File: src/rtl/div_pkg.sv
// Shared definitions for the repeated-subtraction divider: FSM encoding and
// the default operand width.
package div_pkg;

   localparam int WIDTH_DEF = 8;

   typedef enum logic [1:0] {
      IDLE  = 2'd0,
      CHECK = 2'd1,
      DONE  = 2'd2
   } state_t;

endpackage

File: src/rtl/div_repsub_if.sv
// Request/result bundle for div_repsub: the requester drives the operands and
// start; the divider returns quotient, remainder and status.
interface div_repsub_if
   import div_pkg::*;
#(
   parameter int WIDTH = WIDTH_DEF
);

   logic             start;
   logic [WIDTH-1:0] dividend;
   logic [WIDTH-1:0] divisor;
   logic [WIDTH-1:0] quotient;
   logic [WIDTH-1:0] remainder;
   logic             done;
   logic             busy;
   logic             div_by_zero;

   modport master (
      output start, dividend, divisor,
      input  quotient, remainder, done, busy, div_by_zero
   );

   modport slave (
      input  start, dividend, divisor,
      output quotient, remainder, done, busy, div_by_zero
   );

endinterface

File: src/rtl/div_ctrlpath.sv
// Control FSM for the divider: accepts a start in IDLE/DONE, then steps one
// subtraction per cycle in CHECK until the divisor no longer fits.
module div_ctrlpath
   import div_pkg::*;
(
   input  logic clk,
   input  logic rst,
   input  logic start,
   input  logic b_zero,
   input  logic a_lt_b,
   output logic ldAB,
   output logic clrQ,
   output logic sub_en,
   output logic fin
);

   state_t state_q, state_d;

   always_ff @(posedge clk) begin
      if (rst) state_q <= IDLE;
      else     state_q <= state_d;
   end

   always_comb begin
      state_d = state_q;
      ldAB    = 1'b0;
      clrQ    = 1'b0;
      sub_en  = 1'b0;
      fin     = 1'b0;
      case (state_q)
         IDLE, DONE: begin
            if (start) begin
               ldAB    = 1'b1;
               clrQ    = 1'b1;
               state_d = CHECK;
            end
         end
         CHECK: begin
            // A zero divisor would never satisfy A<B, so it terminates here too.
            if (b_zero || a_lt_b) begin
               fin     = 1'b1;
               state_d = DONE;
            end else begin
               sub_en = 1'b1;
            end
         end
         default: state_d = IDLE;
      endcase
   end

endmodule

File: src/rtl/div_repsub.sv
// Unsigned divider by repeated subtraction: datapath registers, comparator and
// subtractor, sequenced by div_ctrlpath.
module div_repsub
   import div_pkg::*;
#(
   parameter int WIDTH = WIDTH_DEF
) (
   input logic         clk,
   input logic         rst,
   div_repsub_if.slave bus
);

   logic [WIDTH-1:0] a_q, a_d, b_q, b_d, q_q, q_d, r_q, r_d;
   logic             done_q, done_d, busy_q, busy_d, dbz_q, dbz_d;
   logic             ld_ab, clr_q, sub_en, fin, b_zero, a_lt_b;

   assign b_zero = (b_q == '0);
   assign a_lt_b = (a_q < b_q);

   div_ctrlpath u_ctrl (
      .clk    (clk),
      .rst    (rst),
      .start  (bus.start),
      .b_zero (b_zero),
      .a_lt_b (a_lt_b),
      .ldAB   (ld_ab),
      .clrQ   (clr_q),
      .sub_en (sub_en),
      .fin    (fin)
   );

   always_comb begin
      a_d    = a_q;
      b_d    = b_q;
      q_d    = q_q;
      r_d    = r_q;
      done_d = done_q;
      busy_d = busy_q;
      dbz_d  = dbz_q;
      if (ld_ab) begin
         a_d    = bus.dividend;
         b_d    = bus.divisor;
         done_d = 1'b0;
         dbz_d  = 1'b0;
         busy_d = 1'b1;
      end
      if (clr_q) q_d = '0;
      if (sub_en) begin
         a_d = a_q - b_q;
         q_d = q_q + WIDTH'(1);
      end
      if (fin) begin
         r_d    = a_q;
         done_d = 1'b1;
         busy_d = 1'b0;
         if (b_zero) begin
            dbz_d = 1'b1;
            q_d   = '1;
         end
      end
   end

   always_ff @(posedge clk) begin
      if (rst) begin
         a_q    <= '0;
         b_q    <= '0;
         q_q    <= '0;
         r_q    <= '0;
         done_q <= 1'b0;
         busy_q <= 1'b0;
         dbz_q  <= 1'b0;
      end else begin
         a_q    <= a_d;
         b_q    <= b_d;
         q_q    <= q_d;
         r_q    <= r_d;
         done_q <= done_d;
         busy_q <= busy_d;
         dbz_q  <= dbz_d;
      end
   end

   // Q only moves in CHECK, so it doubles as the held quotient in DONE.
   assign bus.quotient    = q_q;
   assign bus.remainder   = r_q;
   assign bus.done        = done_q;
   assign bus.busy        = busy_q;
   assign bus.div_by_zero = dbz_q;

endmodule

File: src/flat_wrapper.sv
// flat-port wrapper written by rule: the top's interface ports become plain ports
module div_repsub_flat import div_pkg::*;
#(
   parameter int WIDTH = WIDTH_DEF
)
  (clk, rst, bus_start, bus_dividend, bus_divisor, bus_quotient, bus_remainder, bus_done, bus_busy, bus_div_by_zero);
  div_repsub_if #(.WIDTH(WIDTH)) bus_i ();
  input logic clk;
  input logic rst;
  input wire logic [$bits(bus_i.start)-1:0] bus_start;
  input wire logic [$bits(bus_i.dividend)-1:0] bus_dividend;
  input wire logic [$bits(bus_i.divisor)-1:0] bus_divisor;
  output wire logic [$bits(bus_i.quotient)-1:0] bus_quotient;
  output wire logic [$bits(bus_i.remainder)-1:0] bus_remainder;
  output wire logic [$bits(bus_i.done)-1:0] bus_done;
  output wire logic [$bits(bus_i.busy)-1:0] bus_busy;
  output wire logic [$bits(bus_i.div_by_zero)-1:0] bus_div_by_zero;
  assign bus_i.start = bus_start;
  assign bus_i.dividend = bus_dividend;
  assign bus_i.divisor = bus_divisor;
  assign bus_quotient = bus_i.quotient;
  assign bus_remainder = bus_i.remainder;
  assign bus_done = bus_i.done;
  assign bus_busy = bus_i.busy;
  assign bus_div_by_zero = bus_i.div_by_zero;
  div_repsub #(.WIDTH(WIDTH)) u_core (.clk(clk), .rst(rst), .bus(bus_i));
endmodule
File: config.mk
export PLATFORM = sky130hd
export DESIGN_NAME = div_repsub_flat
export DESIGN_NICKNAME = d
export VERILOG_FILES = /design/src/rtl/div_pkg.sv /design/src/rtl/div_repsub_if.sv /design/src/rtl/div_ctrlpath.sv /design/src/rtl/div_repsub.sv /design/src/flat_wrapper.sv
export SDC_FILE = /design/constraint.sdc
export NUM_CORES = 1
export LEC_CHECK = 0
export CORE_MARGIN = 2
export CORE_UTILIZATION = 56
export DETAILED_ROUTE_END_ITERATION = 8
export GPL_TIMING_DRIVEN = 1
export PLACE_DENSITY = 0.92
export SLEW_MARGIN = 5
export SYNTH_ARGS = -nofsm -noshare
export SYNTH_HDL_FRONTEND = slang
export SYNTH_SLANG_ARGS = --single-unit
File: constraint.sdc
create_clock -name clk -period 3.87 [get_ports clk]
set_input_delay 0.5805 -clock clk [delete_from_list [all_inputs] [get_ports clk]]
set_output_delay 0.5805 -clock clk [all_outputs]
set_load 0.05 [all_outputs]
After elaboration in Yosys (flattened, before gate mapping)
Index checks and enable logic that the tools add are counted.
- input port bits: 19
- register bits: 37
- logic and storage cells: 43
- output and inout bits: 19
- reduce and logical (&&, ||, !) cells: 8
- $lt $le $gt $ge: 1
- equal/unequal tests: 4
- $add $sub $neg: 2
- muxes and demuxes: 20
- operator list (kind ; number):
    8-bit two-way mux ; 6
    1-bit two-way mux ; 11
    8-bit by 1-bit adder with 8-bit output, second input constant ; 1
    8-bit logical NOT ; 1
    8-bit < comparator ; 1
    8-bit subtractor ; 1
    2-bit two-way mux ; 2
    2-bit inequality test, second input constant ; 2
    2-bit case mux with 2 select lines ; 1
    2-bit nonzero test ; 2
    2-bit OR reduction ; 2
    2-bit by 1-bit == test with 1-bit output, second input constant ; 1
    2-bit == test, second input constant ; 1
    2-bit logical NOT ; 1
    2-bit AND reduction ; 1
    1-bit logical OR ; 1

Logic depth before layout (Yosys ltp)
Gate-level depths: netlist (run 1).
- depth after elaboration: 7
- mapped depth: 9
- depth with buffers taken out: 8

Modules after synthesis
From an unflattened synthesis (run 1), not the netlist that was laid out.
- cells, all modules: 209
- area total of the unflattened synthesis: 1894.3 um^2
- by module, submodules not included (module ; cells an instance ; area each (um^2) ; instances ; sequential area each (um^2)):
    div_repsub ; 198 ; 1773.0 ; 1 ; 700.7
    div_ctrlpath ; 11 ; 121.4 ; 1 ; 40.0

Worst setup path after synthesis (run 1)
Ideal clock, no wire load.
- path kind: flip-flop to flip-flop
- start point: reg u_core.a_q[0]
- end point: reg u_core.a_q[6]
- library setup time: 74 ps
- buffers on the path: 0
- required time: 3796 ps
- stages on the path, launching flop included: 9
- data arrival time: 2290 ps
- path slack: 1505 ps
- clock period less this slack: 2365 ps
- cells stage by stage: dfxtp_1 inv_1 ha_1 fa_1 nand2b_1 a2111oi_4 o21ai_2 or4_1 a31oi_1
- word-level cells in the longest chain between the ends: 5
- elaborated cells between the ends (all ways): 7
- classes of those cells: 1 x add/sub; 1 x order compare; 3 x mux; 2 x reduce/logical
- RTL lines (what ; RTL line ; source):
    start, declared ; div_repsub.sv:13 ; logic [WIDTH-1:0] a_q, a_d, b_q, b_d, q_q, q_d, r_q, r_d;
    start signal, assigned ; div_repsub.sv:65 ; a_q <= '0;
    start signal, assigned ; div_repsub.sv:73 ; a_q <= a_d;
    8-bit < comparator ; div_repsub.sv:18 ; assign a_lt_b = (a_q < b_q);
    1-bit logical OR ; div_ctrlpath.sv:40 ; if (b_zero || a_lt_b) begin
    1-bit two-way mux ; div_ctrlpath.sv:40 ;
    1-bit two-way mux ; div_ctrlpath.sv:30 ; case (state_q)
    8-bit two-way mux / 2-bit nonzero test (equally long branches) ; - ;
Several ways; a longest one is shown, not always the timed one.
A chain may end at the register's enable or synchronous reset.

Final worst setup path (run 1)
Same ends and word-level chain as after synthesis.

==> impl_results.md, run 1 <==
- M2 GR Usage: between 30% and 40%
- Peak supply drop: between 200 and 250 uV
- Synth area leaders: dfxtp_1 (36%), nand2_1 (6.8%), nand2b_1 (5.9%)
- First-pass GRT wire length: 7603 um
- Final wirelength: between 4000 and 5000 um
- Die Y: between 60 and 70 um
- Num CTS Buffers: 5
- Die X: roughly 64 um
- Initial antenna violation count: 0
- Hold endpoint: u_core.bus.div_by_zero
- Most used routing layer: met2
- Post-DP HPWL: roughly 3300 um
- Final setup skew: 0.005510 ns
- Async SR Flop Fraction: 0%
- I/O pin count: 38
- Largest net degree at the start of global routing: 31
- Critical path, cell by cell: inv_1, ha_1, fa_1, nand2b_1, a2111oi_4, o21ai_2, or4_1, a31oi_1
- Worst hold path class: reg -> reg
- Synth unique cells: a little under 50
- Critical Path Fanout Max: 27
- Placed cell area: 0.002432 mm2
- Status: finished, final reports clean
- CP max-delay cell: or4_1
- P&R area growth vs syn: 22.26%
- Fin Setup TNS: 0 ns
- Fill cells: 258
- Synth Instances: around 250
- Die ar.: between 0.004 and 0.005 mm2
- RSZ-0062 raised after global routing: false
- FF+latch count, synth: 37
- Fin. Hold Viols: 0
- DRT Pass-1 Iters: 4
- P_leak: 0.8867 nW
- Synth top cells by count: dfxtp_1 (37), nand2_1 (37), a21oi_1 (23)
- Hold wc startpoint: u_core.bus.div_by_zero
- Synthesis Warnings: 0
- Vias in the first global route: ~1700
- Layout Utilization: 72.64%
- Max-Cap Viols: 0
- Met3 usage: under 10%
- PD cells: roughly 400 mW/mm2
- TritonCTS clock tree: built
- GRT overflow: 0
- Syn Nets: about 280
- CTS Hold Bufs: 0
- Final ANT Viol Nets: 0
- Area share of the largest cell type after synthesis: between 30% and 40%
- WS Path Type: reg -> reg
- Crit end category: flop
- Number of setup violations in the final report: 0
- Ratio of cells with drive above 1 in the final layout: ~6.4%
- Total GRT Usage: around a quarter
- Initial DRC Count: between 80 and 90
- Ant. Diodes: 0
- CP Data Required Time: between 4 and 5 ns
- FF-to-FF Start: u_core.a_q[0]
- Grt met1 use: a little under a third
- Cell Count, Final, Fillers Out: 329
- PortBufs: 37
- Longest Clk Path Bufs: 2
- Worst-margin pin slew: roughly 0.98 ns
- CP Launch Type: flop
- Remaining DRCs: 0
- EDFF count, synth: 0
- Post-synth top area cell: dfxtp_1
- Initial Util: roughly 60%
- FP Rows: 21
- H-Tree Depth: 2
- Vias: between 1500 and 2000
- Nets: between 300 and 400
- Worst skew pair latency: approximately 0.34 ns
- Num Clock Sinks: 37
- Avg Cell Area, Syn: roughly 8 um2
- Clock root cell: clkbuf_4
- Final period utilization: 71.55%
- Post-synthesis instance area: a little over 0.002 mm2
- Pins Over Slew Limit: 0
- Via/cell ratio: roughly 5.7
- R2r setup slk: about 1.1 ns
- Core Region: 0.003416 mm2
- Final Critical Period: about 2.8 ns
- Worst-path clk slew: about 0.10 ns
- Placed cells: about 320
- Post-route cell area: roughly 0.0025 mm2
- Arr. time, crit path: between 3 and 4 ns
- Post-CTS Setup Inserts: 0
- Achievable frequency: 0.3612 GHz
- Reg2reg end: u_core.a_q[6]
- Slew HR: between 30% and 40%
- Cts repair resizes: 0
- Worst Hold Depth: 2
- Routed WL per cell: 13.71 um
- Ys flop type: dfxtp_1
- R2R depth: 8
- Sequential share of the synthesized area: a little over a third
- Gpl congestion: roughly 0.92
- Max incr delay on CP: around 0.6 ns
- Tot Pwr: about 0.99 mW
==> registers in the layout, indices dropped and copies added (netlist names) <==
register                cells
u_core.a_q                  8
u_core.b_q                  8
u_core.bus.quotient         8
u_core.bus.remainder        8
u_core.u_ctrl.state_q       2
u_core.bus.busy             1
u_core.bus.div_by_zero      1
u_core.bus.done             1
==> per-stage QoR <==
stage | worst slack [ns] | hold slack [ns]
5_1_grt | 0.9628 | 0.4851
4_1_cts | 1.105 | 0.4762
6_report | 1.101 | 0.4726
2_1_floorplan | 1.505 | 0.4490
3_5_place_dp | 1.131 | 0.4528
3_3_place_gp | 1.192 | 0.4485
==> worst max-delay path: cells and delay by family (launching register included) <==
kind | cells | cell delay [ns]
AOI/OAI and AO/OA | 3 | 0.87
and+or+nand+nor | 2 | 0.81
adders and majority gates | 2 | 0.61
DFF | 1 | 0.36
buffers and inverters | 1 | 0.05
==> layout make-up <==
class | instances | area [um2] | area share, %
Sequential cell | 37 | 740.7 | 29.85
Multi-Input combinational cell | 184 | 1185 | 47.76
Tap cell | 46 | 57.56 | 2.320
Clock buffer | 8 | 48.80 | 1.967
Timing Repair Buffer | 41 | 400.4 | 16.14
Inverter | 13 | 48.80 | 1.967
==> kinds of logic after synthesis <==
kind of cell,after synthesis,share of synthesized area [%]
multiplexers,9,4.501
AO/OA/AOI/OAI,63,21.33
buffers and inverters,26,5.117
AND/OR/NAND/NOR,100,25.15
flip-flops,37,36.50
XOR/XNOR,2,0.8633
adder cells (fa/ha/maj),10,6.535
==> worst max-delay path by stage <==
stage                             start  slack (ns)       endpoint
after floorplan           u_core.a_q[0]        1.51  u_core.a_q[6]
final                     u_core.a_q[0]        1.10  u_core.a_q[6]
after global placement    u_core.a_q[0]        1.19  u_core.a_q[6]
after CTS                 u_core.a_q[0]        1.10  u_core.a_q[6]
after detailed placement  u_core.a_q[0]        1.13  u_core.a_q[6]
after global routing      u_core.a_q[0]        0.96  u_core.a_q[6]
==> where the power goes <==
part / internal [mW] / total [mW] / switching [mW]
combinational: 0.143 / 0.354 / 0.211
clock: 0.0724 / 0.191 / 0.119
sequential: 0.412 / 0.439 / 0.0269
==> cells in the final DEF, fill, tap and decap left out, types with 7 or more instances in the layout <==
| cell | count |
|---|---|
| mux2i_1 | 8 |
| ha_1 | 9 |
| a311oi_1 | 7 |
| inv_1 | 13 |
| nand2b_1 | 19 |
| clkdlybuf4s50_1 | 37 |
| nand3_1 | 7 |
| a21oi_1 | 23 |
| nand2_1 | 37 |
| nor2_1 | 11 |
| dfxtp_1 | 37 |
==> per-layer routing <==
metal	wire [um]	part of all wire, %
met3	271	6.0
met2	2087	46
met5	0	0
met4	57	1.3
met1	2094	46
Power figures use the tool's default switching activity.
==> run 2: changes to the inputs <==
--- a/config.mk
+++ b/config.mk
@@ -6,10 +6,10 @@
 export NUM_CORES = 1
 export LEC_CHECK = 0
 export CORE_MARGIN = 2
-export CORE_UTILIZATION = 56
+export CORE_UTILIZATION = 52
 export DETAILED_ROUTE_END_ITERATION = 8
 export GPL_TIMING_DRIVEN = 1
-export PLACE_DENSITY = 0.92
+export PLACE_DENSITY = 0.87
 export SLEW_MARGIN = 5
 export SYNTH_ARGS = -nofsm -noshare
 export SYNTH_HDL_FRONTEND = slang
==> constraint.sdc (replaced) <==
create_clock -name clk -period 2.6 [get_ports clk]
set_input_delay 0.39 -clock clk [delete_from_list [all_inputs] [get_ports clk]]
set_output_delay 0.39 -clock clk [all_outputs]
set_load 0.05 [all_outputs]
==> run 2 against run 1 <==
Sequential share of layout area fell by 1.8 points. Critical path type unchanged. Final area up 6.6%. Cell count grew 3.6%. Clock skew decreased by 0.00079 ns. Non-clock buffer count rose by 10. Fmax rose by 12%. Sequential power grew 49%. Utilization down 1.5 points. First-iteration DRC count up 64%. Wire length increased by 5.7%. Register-to-register slack worse by 0.97 ns. Clock power grew to 2.7 times the previous value.
==> impl_results.md, run 2 (synthesized netlist as in run 1, its figures left out) <==
- Die Y: 66.47 um (was 64.20 um)
- PD cells: 656.7 mW/mm2 (was 397.0 mW/mm2)
- Routed WL per cell: 13.98 um (was 13.71 um)
- Achievable frequency: 0.4051 GHz (was 0.3612 GHz)
- Post-DP HPWL: 3374 um (was 3291 um)
- Worst hold slack: 0.4621 ns (was 0.4726 ns)
- Met1 Wirelength: 2195 um (was 2094 um)
- Worst-margin pin slew: 0.6186 ns (was 0.9838 ns)
- Final period utilization: 94.95% (was 71.55%)
- I/O pin count: 38 (unchanged)
- Worst skew pair latency: 0.30 ns (was 0.34 ns)
- Fin Setup TNS: 0 ns (unchanged)
- H-Tree Depth: 2 (unchanged)
- First-pass GRT wire length: 7955 um (was 7603 um)
- Ratio of cells with drive above 1 in the final layout: 10.92% (was 6.360%)
- Core Region: 0.003716 mm2 (was 0.003416 mm2)
- Worst hold path class: reg -> reg (unchanged)
- Peak supply drop: 322.4 uV (was 241.8 uV)
- Num Clock Sinks: 37 (unchanged)
- DRT Pass-1 Iters: 5 (was 4)
- FP Rows: 22 (was 21)
- Crit end category: flop (unchanged)
- CP Data Required Time: 2.78 ns (was 4.15 ns)
- Area of the multi-input gates: 0.001202 mm2 (was 0.001185 mm2)
- Most frequent cells in the layout: nand2_1 (37), clkdlybuf4s50_1 (37), dfxtp_1 (37) (unchanged)
- Pins Over Slew Limit: 0 (unchanged)
- TritonCTS clock tree: built (unchanged)
- Via/cell ratio: 5.548 (was 5.663)
- R2r setup slk: 0.13 ns (was 1.10 ns)
- Initial antenna violation count: 0 (unchanged)
- WS Path Type: reg -> reg (unchanged)
- Met2 layer wire length in the routed design: 2202 um (was 2087 um)
- Initial Util: 54.61% (was 59.41%)
- Slew HR: 58.38% (was 34.40%)
- GRT overflow: 0 (unchanged)
- P&R area growth vs syn: 30.27% (was 22.26%)
- RSZ-0062 raised after global routing: false (unchanged)
- Fin. Hold Viols: 0 (unchanged)
- Routed wl met3: 276 um (was 271 um)
- Status: finished, final reports clean (unchanged)
- P_leak: 0.9667 nW (was 0.8867 nW)
- Ant. Diodes: 0 (unchanged)
- Worst-path clk slew: 0.07 ns (was 0.10 ns)
- CP Launch Type: flop (unchanged)
- Critical Path Fanout Max: 8 (was 27)
- Gpl congestion: 0.9152 (was 0.9172)
- Remaining DRCs: 0 (unchanged)
- CTS Hold Bufs: 0 (unchanged)
- Final ANT Viol Nets: 0 (unchanged)
- Die X: 66.47 um (was 64.20 um)
- Number of setup violations in the final report: 0 (unchanged)
- Largest net degree at the start of global routing: 26 (was 31)
- Initial DRC Count: 143 (was 87)
- Nets: 321 (was 311)
- Final setup skew: 0.004716 ns (was 0.005510 ns)
- Final Critical Period: 2.469 ns (was 2.769 ns)
- Register Area: 740.7 um2 (unchanged)
- Max-Cap Viols: 0 (unchanged)
- Tot Pwr: 1.736 mW (was 0.9851 mW)
- Vias in the first global route: 1784 (was 1696)
- Longest Clk Path Bufs: 2 (unchanged)
- Max Used Layer: met4 (unchanged)
- Clock root cell: clkbuf_8 (was clkbuf_4)
- Placed cell area: 0.002487 mm2 (was 0.002432 mm2)
- Fill cells: 303 (was 258)
- Post-route cell area: 0.002644 mm2 (was 0.002481 mm2)
- Die ar.: 0.004418 mm2 (was 0.004122 mm2)
- Num CTS Buffers: 5 (unchanged)
- Arr. time, crit path: 2.65 ns (was 3.05 ns)
- Final wirelength: 4767 um (was 4510 um)
- Vias: 1892 (was 1863)
- Total GRT Usage: 23.91% (was 23.80%)
- PortBufs: 37 (unchanged)
-- run 2: routing by layer --
layer  vias to the layer above  global-route usage (%)
met5                         -                       0
met4                         0                   13.01
met3                         8                   4.730
met2                        60                   36.88
met1                       862                   31.24
li1                        962                       -
-- run 2: worst paths after layout --
check,start,to,cells after the start
setup / recovery,u_core.a_q[0],u_core.bus.remainder[3],10
hold / removal,u_core.bus.div_by_zero,u_core.bus.div_by_zero,2
setup reg to reg,u_core.a_q[0],u_core.bus.remainder[3],10
hold reg to reg,u_core.bus.div_by_zero,u_core.bus.div_by_zero,2
-- run 2: worst max-delay path, cell delays in order, from the launching register on --
cell and delay (ns):
dfxtp_1 0.35, inv_1 0.06, ha_1 0.21, fa_2 0.37, nand2b_4 0.17, a2111oi_4 0.43
buf_4 0.19, or2_2 0.16, a21oi_1 0.10, buf_4 0.19, mux2i_1 0.13
-- run 2: power by group --
group,switching (mW),internal [mW],total [mW]
clock network,0.199,0.312,0.512
registers,0.0415,0.614,0.656
logic,0.330,0.239,0.569
-- run 2: repair_timing --
| item | 4_1_cts | 5_1_grt |
|---|---|---|
| setup endpoints to repair | 0 | 3 |
| buffers inserted | 0 | 3 |
| resized for setup | 0 | 3 |
| endpoints found under the hold margin | 0 | 0 |
-- run 2: per-stage QoR --
step	cells	worst slack (ns)	utilization, %
final	341	0.1313	71.14
after global routing	341	0.006048	71.14
after CTS	338	0.05726	70.07
after detailed placement	330	0.08860	66.94
after global placement	330	0.1558	66.94
after floorplan	247	0.2354	-
-- run 2: layout make-up --
| cell class | count | area share (%) |
|---|---|---|
| Multi-Input combinational cell | 184 | 45.48 |
| Sequential cell | 37 | 28.02 |
| Timing Repair Buffer | 51 | 17.98 |
| Clock buffer | 7 | 3.265 |
| Tap cell | 48 | 2.272 |
| Inverter | 13 | 1.846 |
| Clock inverter | 1 | 1.136 |
